[src/rtl/rng_sop_reader.sv]
`default_nettype none
// ============================================================================
// Module   : rng_sop_reader
// Purpose  : Pops 128-bit RNG samples from the SOP port into a ping-pong
//            buffer and streams them out as 32-bit words (valid/ready).
// Revision : 1.0  initial release
// ============================================================================
module rng_sop_reader #(
  parameter int WORD_W = 32,
  parameter int SLOTS  = 2
) (
  input  logic                rng_clk,
  input  logic                rst_n,
  input  logic                enable,
  input  logic                flush,
  input  logic                sop_valid,
  input  logic [4*WORD_W-1:0] sop_data,
  output logic                rd_sop,
  output logic [WORD_W-1:0]   rnd_word,
  output logic                rnd_word_valid,
  input  logic                rnd_word_ready,
  output logic [3:0]          words_avail,
  output logic                buf_full
);

  localparam int         SOP_W     = 4 * WORD_W;
  localparam int         PTR_W     = (SLOTS > 1) ? $clog2(SLOTS) : 1;
  localparam logic [1:0] LAST_WORD = 2'd3;

  typedef enum logic [1:0] {
    ST_IDLE = 2'd0,
    ST_POP  = 2'd1,
    ST_GAP  = 2'd2
  } fetch_state_e;

  fetch_state_e      state_q, state_d;
  logic              rd_sop_q, rd_sop_d;
  logic [SOP_W-1:0]  slot_q [SLOTS];
  logic [SOP_W-1:0]  slot_d [SLOTS];
  logic [SLOTS-1:0]  occ_q, occ_d;
  logic [PTR_W-1:0]  wr_ptr_q, wr_ptr_d;
  logic [PTR_W-1:0]  rd_ptr_q, rd_ptr_d;
  logic [1:0]        word_idx_q, word_idx_d;
  logic [WORD_W-1:0] rnd_word_q, rnd_word_d;
  logic              rnd_word_valid_q, rnd_word_valid_d;
  logic [3:0]        words_avail_q, words_avail_d;

  logic              w_cap;
  logic              w_xfer;
  logic              w_slot_free;
  logic              w_fetch_ok;
  logic [SOP_W-1:0]  w_head;

  assign w_cap       = rd_sop_q;
  assign w_xfer      = rnd_word_valid_q & rnd_word_ready;
  // Free-slot status comes from registered occupancy only, so rd_sop has
  // no combinational dependence on the current cycle's transfer.
  assign w_slot_free = ~occ_q[wr_ptr_q];
  assign w_fetch_ok  = enable & sop_valid & w_slot_free & ~flush;

  // Fetch FSM: a pop cycle is always followed by a gap cycle, giving the
  // producer one cycle to present its next sample.
  always_comb begin
    state_d = state_q;
    unique case (state_q)
      ST_IDLE, ST_GAP: state_d = w_fetch_ok ? ST_POP : ST_IDLE;
      ST_POP:          state_d = ST_GAP;
      default:         state_d = ST_IDLE;
    endcase
    if (flush) begin
      state_d = rd_sop_q ? ST_GAP : ST_IDLE;
    end
    rd_sop_d = (state_d == ST_POP);
  end

  // Buffer, word index and registered output stage.
  always_comb begin
    slot_d           = slot_q;
    occ_d            = occ_q;
    wr_ptr_d         = wr_ptr_q;
    rd_ptr_d         = rd_ptr_q;
    word_idx_d       = word_idx_q;
    rnd_word_d       = rnd_word_q;
    rnd_word_valid_d = rnd_word_valid_q;
    words_avail_d    = words_avail_q;
    w_head           = '0;

    if (w_xfer) begin
      if (word_idx_q == LAST_WORD) begin
        occ_d[rd_ptr_q] = 1'b0;
        rd_ptr_d        = rd_ptr_q + PTR_W'(1);
        word_idx_d      = 2'd0;
      end else begin
        word_idx_d = word_idx_q + 2'd1;
      end
    end

    // The pop was only granted into a free slot, and no other capture can
    // occur in between, so the write slot never collides with the head.
    if (w_cap) begin
      slot_d[wr_ptr_q] = sop_data;
      occ_d[wr_ptr_q]  = 1'b1;
      wr_ptr_d         = wr_ptr_q + PTR_W'(1);
    end

    words_avail_d = words_avail_q + (w_cap ? 4'd4 : 4'd0) - (w_xfer ? 4'd1 : 4'd0);

    w_head           = slot_d[rd_ptr_d];
    rnd_word_valid_d = occ_d[rd_ptr_d];
    if (rnd_word_valid_d) begin
      rnd_word_d = w_head[int'(word_idx_d) * WORD_W +: WORD_W];
    end

    if (flush) begin
      occ_d            = '0;
      wr_ptr_d         = '0;
      rd_ptr_d         = '0;
      word_idx_d       = 2'd0;
      words_avail_d    = 4'd0;
      rnd_word_valid_d = 1'b0;
    end
  end

  always_ff @(posedge rng_clk or negedge rst_n) begin
    if (!rst_n) begin
      state_q          <= ST_IDLE;
      rd_sop_q         <= 1'b0;
      occ_q            <= '0;
      wr_ptr_q         <= '0;
      rd_ptr_q         <= '0;
      word_idx_q       <= 2'd0;
      rnd_word_q       <= '0;
      rnd_word_valid_q <= 1'b0;
      words_avail_q    <= 4'd0;
      for (int i = 0; i < SLOTS; i++) begin
        slot_q[i] <= '0;
      end
    end else begin
      state_q          <= state_d;
      rd_sop_q         <= rd_sop_d;
      occ_q            <= occ_d;
      wr_ptr_q         <= wr_ptr_d;
      rd_ptr_q         <= rd_ptr_d;
      word_idx_q       <= word_idx_d;
      rnd_word_q       <= rnd_word_d;
      rnd_word_valid_q <= rnd_word_valid_d;
      words_avail_q    <= words_avail_d;
      for (int i = 0; i < SLOTS; i++) begin
        slot_q[i] <= slot_d[i];
      end
    end
  end

  assign rd_sop         = rd_sop_q;
  assign rnd_word       = rnd_word_q;
  assign rnd_word_valid = rnd_word_valid_q;
  assign words_avail    = words_avail_q;
  assign buf_full       = &occ_q;

endmodule
`default_nettype wire

[config.mk]
export PLATFORM = sky130hd
export DESIGN_NAME = rng_sop_reader
export DESIGN_NICKNAME = d
export VERILOG_FILES = /design/src/rtl/rng_sop_reader.sv
export SDC_FILE = /design/constraint.sdc
export NUM_CORES = 1
export LEC_CHECK = 0
export BUFFER_PORTS_ARGS = -buffer_cell sky130_fd_sc_hd__clkbuf_2
export CAP_MARGIN = 20
export CELL_PAD_IN_SITES_DETAIL_PLACEMENT = 1
export CELL_PAD_IN_SITES_GLOBAL_PLACEMENT = 2
export CORE_UTILIZATION = 30
export DETAILED_ROUTE_END_ITERATION = 10
export GPL_TIMING_DRIVEN = 0
export PLACE_DENSITY_LB_ADDON = 0.1
export RECOVER_POWER = 50
export SYNTH_ARGS = -nofsm -noshare
export SYNTH_HDL_FRONTEND = slang
export SYNTH_SLANG_ARGS = --single-unit
[constraint.sdc]
create_clock -name rng_clk -period 3.1 [get_ports rng_clk]
set_input_delay 0.465 -clock rng_clk [delete_from_list [all_inputs] [get_ports rng_clk]]
set_output_delay 0.465 -clock rng_clk [all_outputs]
set_load 0.05 [all_outputs]
* Yosys cells after proc, flatten, opt, wreduce, memory -nomap -nowiden *
Index checks and enable logic that the tools add are counted.

word-level totals
  output and inout bits = 39
  memory bits (writable) = 0
  ROM bits = 0
  bits in latches = 0
  bits in registers = 302
  memories = 0

operators by class
  eq/ne operators = 4
  $add $sub $neg = 5
  shift operators = 1
  $mul = 0
  order comparisons = 8
  bitwise logic cells = 11
  reductions and logical operators = 7
  muxes and demuxes = 35
  divide/modulo/power cells = 0

operators with widths
  cell                   count
  $mux W128              4
  $bwmux W256            1
  $mux W256              1
  $demux W128 S1         1
  $shiftx A128 B8 Y32    1
  $mux W2                9
  $mux W1                14
  $lt A1 B2 Y1 const B   3
  $add A4 B3 Y4          1
  $and A1 B1 Y1          4
  $eq A2 B1 Y1 const B   2
  $eq A2 B2 Y1 const B   2
  $ge A2 B2 Y1 const B   2
  $mux W4                1
  $not A1 Y2             2
  $pmux W2 S2            1
  $sub A4 B1 Y4          1
  $logic_and A1 B1 Y1    3
  $mux W3                1
  $add A1 B1 Y1 const B  2
  $add A2 B1 Y2 const B  1
  $and A2 B2 Y2          1
  $demux W1 S1           2
  $ge A1 B1 Y1 const B   2
  other kinds (8)        9

* Depth between registers and ports, before layout *
Gate-level depths: netlist of run 1.

  word-level depth = 13
  gate-level depth with buffers = 9
  gate-level depth less buffers = 9

* Worst setup path before layout of run 1 *
No wires, ideal clock.

  path type = register to register
  start point = register rnd_word_valid_q (netlist: rnd_word_valid)
  end point = register rnd_word_q[10] (netlist: rnd_word[10])
  cell stages (with the launch flop) = 9
  library setup time = 129 ps
  slack = 841 ps
  required time = 2971 ps
  arrival time = 2130 ps
  cell sequence = dfrtp_1 > nand3_2 > xnor2_2 > buf_4 > buf_6 > buf_2 > mux2_2 > a32oi_1 > a31oi_1

on the way
  cells in the longest elaborated chain, start to end = 7
  elaborated cells on any way between the ends = 13
  those cells by class = shift: 1; mux: 9; bitwise: 3

ends and longest elaborated chain
  what                                          line  text
  start: declaration                            45    logic rnd_word_valid_q, rnd_word_valid_d;
  start signal: assignment                      146   rnd_word_valid_q <= rnd_word_valid_d;
  $and A1 B1 Y1 (*)                             55    assign w_xfer = rnd_word_valid_q & rnd_word_ready;
  $mux W1                                       88    if (w_xfer) begin
  $not A1 Y2 (implied by the code)              108   w_head = slot_d[rd_ptr_d];
  $mux W128 (implied by the code) (3 in a row)  108
  $shiftx A128 B8 Y32                           111   rnd_word_d = w_head[int'(word_idx_d) * WORD_W +: WORD_W];
  end signal: assignment                        145   rnd_word_q <= rnd_word_d;
  end: declaration                              44    logic [WORD_W-1:0] rnd_word_q, rnd_word_d;

Every way passes the cells marked *; elsewhere a longest branch is shown, timed or not. The select of a mux whose other input is x is not followed.
A chain may end at the register's enable or synchronous reset.

==> results of run 1 <==
==> metal layers <==
| layer | up-vias | part of all wire | track usage |
|---|---|---|---|
| met3 | 50 | 0.036 | 0.0307 |
| li1 | 4085 | - | - |
| met1 | 4709 | 0.47 | 0.263 |
| met5 | - | 0.00079 | 0 |
| met2 | 175 | 0.47 | 0.304 |
| met4 | 4 | 0.021 | 0.0550 |
==> cell families after synthesis <==
logic type	share of synthesized area
compound gates	0.0616
xor+xnor	0.00478
fa+ha+maj	0.00607
buf+inv	0.0283
flops	0.554
mux	0.266
simple gates	0.0790
==> per-stage QoR <==
stage / hold slack, ns / setup WS, ns / TNS (ns) / cells
after floorplan: 0.169 / 0.841 / 0 / 1007
after global placement: 0.420 / -5.41 / -1617.01 / 1771
after detailed placement: 0.425 / -0.0217 / -0.0390 / 1774
after CTS: 0.131 / 0.0580 / 0 / 1839
after global routing: 0.161 / 0.0134 / 0 / 1839
final: 0.159 / 0.183 / 0 / 1839
==> what timing repair did <==
action | CTS | global route
setup endpoints to repair | 4 | 5
hold endpoints to repair | 38 | 0
resized for setup | 1 | 2
hold buffers | 1 | 0
==> area by class of cell <==
class | instances | area [um^2] | area share
flip-flops and latches | 301 | 7530 | 0.459
multi-input cells | 623 | 5690 | 0.346
clock buffers | 57 | 1110 | 0.0679
repair buffers | 176 | 897 | 0.0547
well taps | 592 | 741 | 0.0451
plain buffers | 73 | 339 | 0.0207
clock inverters | 7 | 63.8 | 0.00389
inverters | 10 | 37.5 | 0.00229
==> worst max-delay path, cell delays in order, from the launching register on <==
cell and delay [ns]:
dfrtp_1 0.45, nand2_1 0.16, clkbuf_1 0.43, clkbuf_1 0.59, mux2_1 0.40, mux2_2 0.30, a32oi_1 0.30, a31oi_1 0.15
==> registers in the layout, summed over array words and instances, names as in the netlist <==
signal and cells:
occ_q 2, wr_ptr_q 1, rnd_word 32, rnd_word_valid 1
words_avail 4, rd_sop 1, word_idx_q 2, rd_ptr_q 1
slot_q 256, state_q 1
==> placed cells by master (no fill, tap or decap), drive strengths merged, types with 3 or more instances in the layout <==
cell type,n
nor3,33
xnor2,3
dfrtp,301
nand2,6
ha,5
o21ai,3
clkbuf,272
nor2,4
a31oi,32
buf,33
inv,11
a32oi,64
mux2,321
clkinv,5
a21oi,5
nand2b,129
nor2b,3
==> final timing paths <==
| path | to | slack (ns) | depth (start not counted) |
|---|---|---|---|
| setup / recovery | rnd_word[21] | 0.18 | 7 |
| hold / removal | rnd_word_valid | 0.16 | 2 |
| setup reg to reg | rnd_word[21] | 0.18 | 7 |
| hold reg to reg | state_q[0] | 0.43 | 1 |
| max in group asynchronous | word_idx_q[0] | 1.02 | 3 |
| min in group asynchronous | slot_q[75] | 0.41 | 2 |
==> where the power goes <==
group | switching (mW) | internal [mW]
combinational | 1.64 | 1.23
sequential | 0.351 | 4.90
clock | 1.71 | 2.55
total | 3.70 | 8.68
==> results.json, run 1 <==
{
  "worstReg2RegStart": "rd_sop",
  "coreArea_mm2": 0.0445,
  "nFillCells": 4833,
  "drt-initial-drc-count": 394,
  "grt_pass1_vias": 9922,
  "fmax_ghz": 0.343,
  "hp-class": "input port to flop",
  "yosysMostFrequentCell": "dfrtp_1",
  "hold_viol_final": 0,
  "yosysUniqueCellTypes": 31,
  "skew_ns": 0.0157,
  "fin_crit_ns": 2.92,
  "path_clk_slew_ns": 0.06,
  "die_h_um": 215,
  "io_buffers": 172,
  "worstSetupEndpointType": "flop",
  "post_cts_buffers": 0,
  "grt_pass1_wl_um": 64900,
  "ys_warn_count": 0,
  "crit_arrival_ns": 3.33,
  "power.density_mw_per_mm2": 755,
  "drv_cap": 0,
  "htreeDepth": 2,
  "drive_gt1_frac": 0.374,
  "yosysSeqAreaShare": 0.554,
  "worstPathMaxFanout": 10,
  "finalWirelength_um": 42800,
  "synth_top_area_frac": 0.554,
  "clk_latency_ns": 0.55,
  "setup_viol": 0,
  "power.total_mw": 12.4,
  "dieArea_mm2": 0.0462,
  "syn_area_mm2": 0.0136,
  "drtPass1Iterations": 4,
  "num_io_pins": 173,
  "final_area_mm2": 0.0164,
  "ys_top_cells_by_area": "dfrtp_1 (55%), mux2_2 (21%), nand2b_1 (5.9%)",
  "area_growth_pct": 20.6,
  "ys.flop_type": "dfrtp_1",
  "crit_required_ns": 3.51,
  "finalCritPeriodShare": 0.941,
  "numCtsBuffers": 38,
  "synth_top_cell_by_area": "dfrtp_1",
  "overflow": 0,
  "grt_usage": 0.190,
  "crit_type": "flop to flop",
  "synth_fp_nets": 1147,
  "drc_errors": 0,
  "grt_max_degree": 101,
  "synth_commonest_cells": "dfrtp_1 (301), mux2_2 (257), nand2b_1 (129), a32oi_1 (64), mux2_1 (64)",
  "nets": 1363,
  "peakVddDrop_v": 0.000553,
  "wire_per_inst_um": 23.3,
  "ant_nets": 0,
  "fp.dieW_um": 215,
  "antenna_found_initial": 2,
  "utilization": 0.369,
  "cts-root-buf": "clkbuf_16",
  "insertedDiodeCount": 0,
  "syn-instance-count": 1007,
  "holdCritStartpoint": "flush",
  "cts.sink_count": 301,
  "vias": 9023,
  "rsz0062_at_grt": "no",
  "status": "completed",
  "initial_utilization": 0.306,
  "maxSlewHeadroom": 0.138,
  "cts_tree": "built",
  "tightest_slew_ns": 1.29,
  "rows": 77,
  "hpwl_um": 30700,
  "dpl_cell_area_mm2": 0.0153,
  "p_leak_nw": 6.82,
  "gp_congestion": 0.732,
  "drv_slew": 0,
  "synth-edff-count": 0,
  "startpoint": "rd_sop",
  "vias_per_cell": 4.91,
  "synth.ff_latch_count": 301,
  "syn_area_per_cell_um2": 13.5,
  "synthArstFlopShare": 1.00,
  "cts_buffer_depth": 3,
  "critPathLaunchType": "flop"
}
Power figures use the tool's default switching activity.
==> run 2, diff against run 1 <==
--- a/config.mk
+++ b/config.mk
@@ -5,7 +5,8 @@
 export SDC_FILE = /design/constraint.sdc
 export NUM_CORES = 1
 export LEC_CHECK = 0
-export BUFFER_PORTS_ARGS = -buffer_cell sky130_fd_sc_hd__clkbuf_2
+export ABC_AREA = 1
+export BUFFER_PORTS_ARGS = -buffer_cell sky130_fd_sc_hd__buf_4
 export CAP_MARGIN = 20
 export CELL_PAD_IN_SITES_DETAIL_PLACEMENT = 1
 export CELL_PAD_IN_SITES_GLOBAL_PLACEMENT = 2
==> results.json, run 2 <==
{
  "status": "completed",
  "grt_pass1_vias": 15100,
  "clk_latency_ns": 0.57,
  "dieArea_mm2": 0.0543,
  "yosysSeqAreaShare": 0.470,
  "die_h_um": 233,
  "finalCritPeriodShare": 0.974,
  "setup_slack_ns": 0.0814,
  "final_common_cell": "nand2_1",
  "synth_top_area_frac": 0.470,
  "io_buffers": 172,
  "hold_viol_final": 0,
  "multi_input_area_mm2": 0.00557,
  "cts_tree": "built",
  "syn-instance-count": 2256,
  "rows": 84,
  "crit_arrival_ns": 3.47,
  "ff_latch_area_mm2": 0.00753,
  "regMostFlops": "slot_q",
  "p_leak_nw": 11.8,
  "cts-root-buf": "clkbuf_16",
  "dp_worst_setup_slack_ns": 0.0917,
  "vias_per_cell": 4.62,
  "synth_fp_nets": 2396,
  "synth_commonest_cells": "nand2_1 (651), inv_1 (589), nand3_1 (353), dfrtp_1 (301), o21ai_0 (79)",
  "nets": 2614,
  "power.total_mw": 14.0,
  "synth_top_cell_by_area": "dfrtp_1",
  "crit_required_ns": 3.55,
  "hpwl_um": 47700,
  "num_io_pins": 173,
  "drive_gt1_frac": 0.131,
  "vias": 14700,
  "tightest_slew_ns": 1.47,
  "fin_crit_ns": 3.02,
  "use_met1": 0.350,
  "worstPathMaxFanout": 10,
  "grt-busiest-layer": "met2",
  "grt_usage": 0.243,
  "largest_register_ffs": 256,
  "drt-initial-drc-count": 826,
  "fmax_ghz": 0.331,
  "critPathLaunchType": "flop",
  "cts_resized": 0,
  "utilization": 0.371,
  "wire_per_inst_um": 20.1,
  "drtPass1Iterations": 5,
  "hp-class": "input port to flop",
  "fp.dieW_um": 233,
  "yosysMostFrequentCell": "nand2_1",
  "gp_congestion": 0.842,
  "ys_top_cells_by_area": "dfrtp_1 (47%), nand2_1 (15%), inv_1 (14%)",
  "grt_max_degree": 98,
  "final_cells": 3189,
  "grt_pass1_wl_um": 96200,
  "finalWirelength_um": 64200,
  "crit_type": "flop to flop",
  "yosysUniqueCellTypes": 27,
  "drv_slew": 0,
  "synthArstFlopShare": 1.00,
  "coreArea_mm2": 0.0527,
  "synth-edff-count": 0,
  "syn_area_per_cell_um2": 7.10,
  "area_growth_pct": 22.1,
  "skew_ns": 0.0220,
  "ys_warn_count": 0,
  "maxSlewHeadroom": 0.0213,
  "dp_cells": 3119,
  "cts_buffer_depth": 3,
  "overflow": 0,
  "peakVddDrop_v": 0.000399,
  "syn_area_mm2": 0.0160,
  "drv_cap": 0,
  "grt_use_met3": 0.0327,
  "drc_errors": 0,
  "setup_viol": 0,
  "grtUsageMet2": 0.368,
  "power.density_mw_per_mm2": 717,
  "whs_ns": 0.107,
  "numCtsBuffers": 40,
  "path_clk_slew_ns": 0.05,
  "ys.flop_type": "dfrtp_1",
  "synth.ff_latch_count": 301,
  "rsz0062_at_grt": "no",
  "layout_common_cells": "nand2_1 (652), inv_1 (591), nand3_1 (353)",
  "cts.sink_count": 301,
  "antenna_found_initial": 0,
  "worstSetupEndpointType": "flop",
  "htreeDepth": 2,
  "initial_utilization": 0.304,
  "ant_nets": 0,
  "nFillCells": 6567
}
-- run 2: cell types whose count changed in the layout (fill, tap and decap cells not counted), moves of 34 or more --
cell / delta
nand2_1: +646
mux2_1: -82
inv_1: +581
o21ai_1: +49
clkbuf_1: -34
nand2b_1: -129
mux2_2: -239
a32oi_1: -64
nand3_1: +352
o21ai_0: +79
nand3b_1: +64
buf_4: +172
clkbuf_2: -132
buf_2: +44
-- run 2: critical path: stages, from the launching register on --
cell     delay, ns
dfrtp_1       0.42
ha_1          0.26
nand3_1       0.10
nand2_1       0.33
nand2_2       0.24
buf_2         0.38
buf_2         0.35
nand2_1       0.09
nand3_1       0.33
nand3_1       0.18
nand3_1       0.16
nand2_1       0.06
-- run 2: cell type report --
cell class | instances | area share
clock inverter | 9 | 0.00743
sequential | 301 | 0.385
tap | 688 | 0.0440
antenna | 1 | 0.000128
multi-input combinational | 1231 | 0.285
timing repair buffer | 176 | 0.0689
buffer | 130 | 0.0343
inverter | 594 | 0.114
clock buffer | 59 | 0.0606
-- run 2: through the flow --
| step | TNS, ns | area (um^2) |
|---|---|---|
| floorplan | 0 | 16000 |
| global placement | -496.55 | 18200 |
| detailed placement | 0 | 18300 |
| CTS | 0 | 19600 |
| global route | 0 | 19500 |
| finish | 0 | 19500 |
-- run 2: path summary, 6_finish.rpt --
kind / from / endpoint / slack [ns] / cells past startpoint
setup / recovery: word_idx_q[0] / rnd_word[20] / 0.08 / 11
hold / removal: flush / wr_ptr_q / 0.11 / 2
setup reg to reg: word_idx_q[0] / rnd_word[20] / 0.08 / 11
hold reg to reg: state_q[0] / rd_sop / 0.45 / 1
max in group asynchronous: rst_n / slot_q[98] / 0.65 / 3
min in group asynchronous: rst_n / slot_q[44] / 0.77 / 2
-- run 2: kinds of logic after synthesis --
family | share of synthesized area
AO/OA/AOI/OAI | 0.0416
XOR/XNOR | 0.00109
adder cells (fa/ha/maj) | 0.00516
buffers and inverters | 0.181
flip-flops | 0.470
AND/OR/NAND/NOR | 0.300
-- run 2: what timing repair did --
item / in CTS / in global routing
endpoints found under the hold margin: 48 / 0
hold buffers: 1 / 0
setup buffers: 0 / 0
endpoints found under the setup margin: 0 / 0
-- run 2: where the power goes --
part / switching, mW / internal, mW
Clock: 1.86 / 2.96
Sequential: 0.364 / 4.95
Combinational: 2.61 / 1.26
Total: 4.84 / 9.17
-- run 2: per-layer routing --
layer | part of all wire | vias to the layer above
met2 | 0.43 | 292
li1 | - | 7128
met4 | 0.036 | 0
met1 | 0.49 | 7206
met5 | 0 | -
met3 | 0.041 | 99
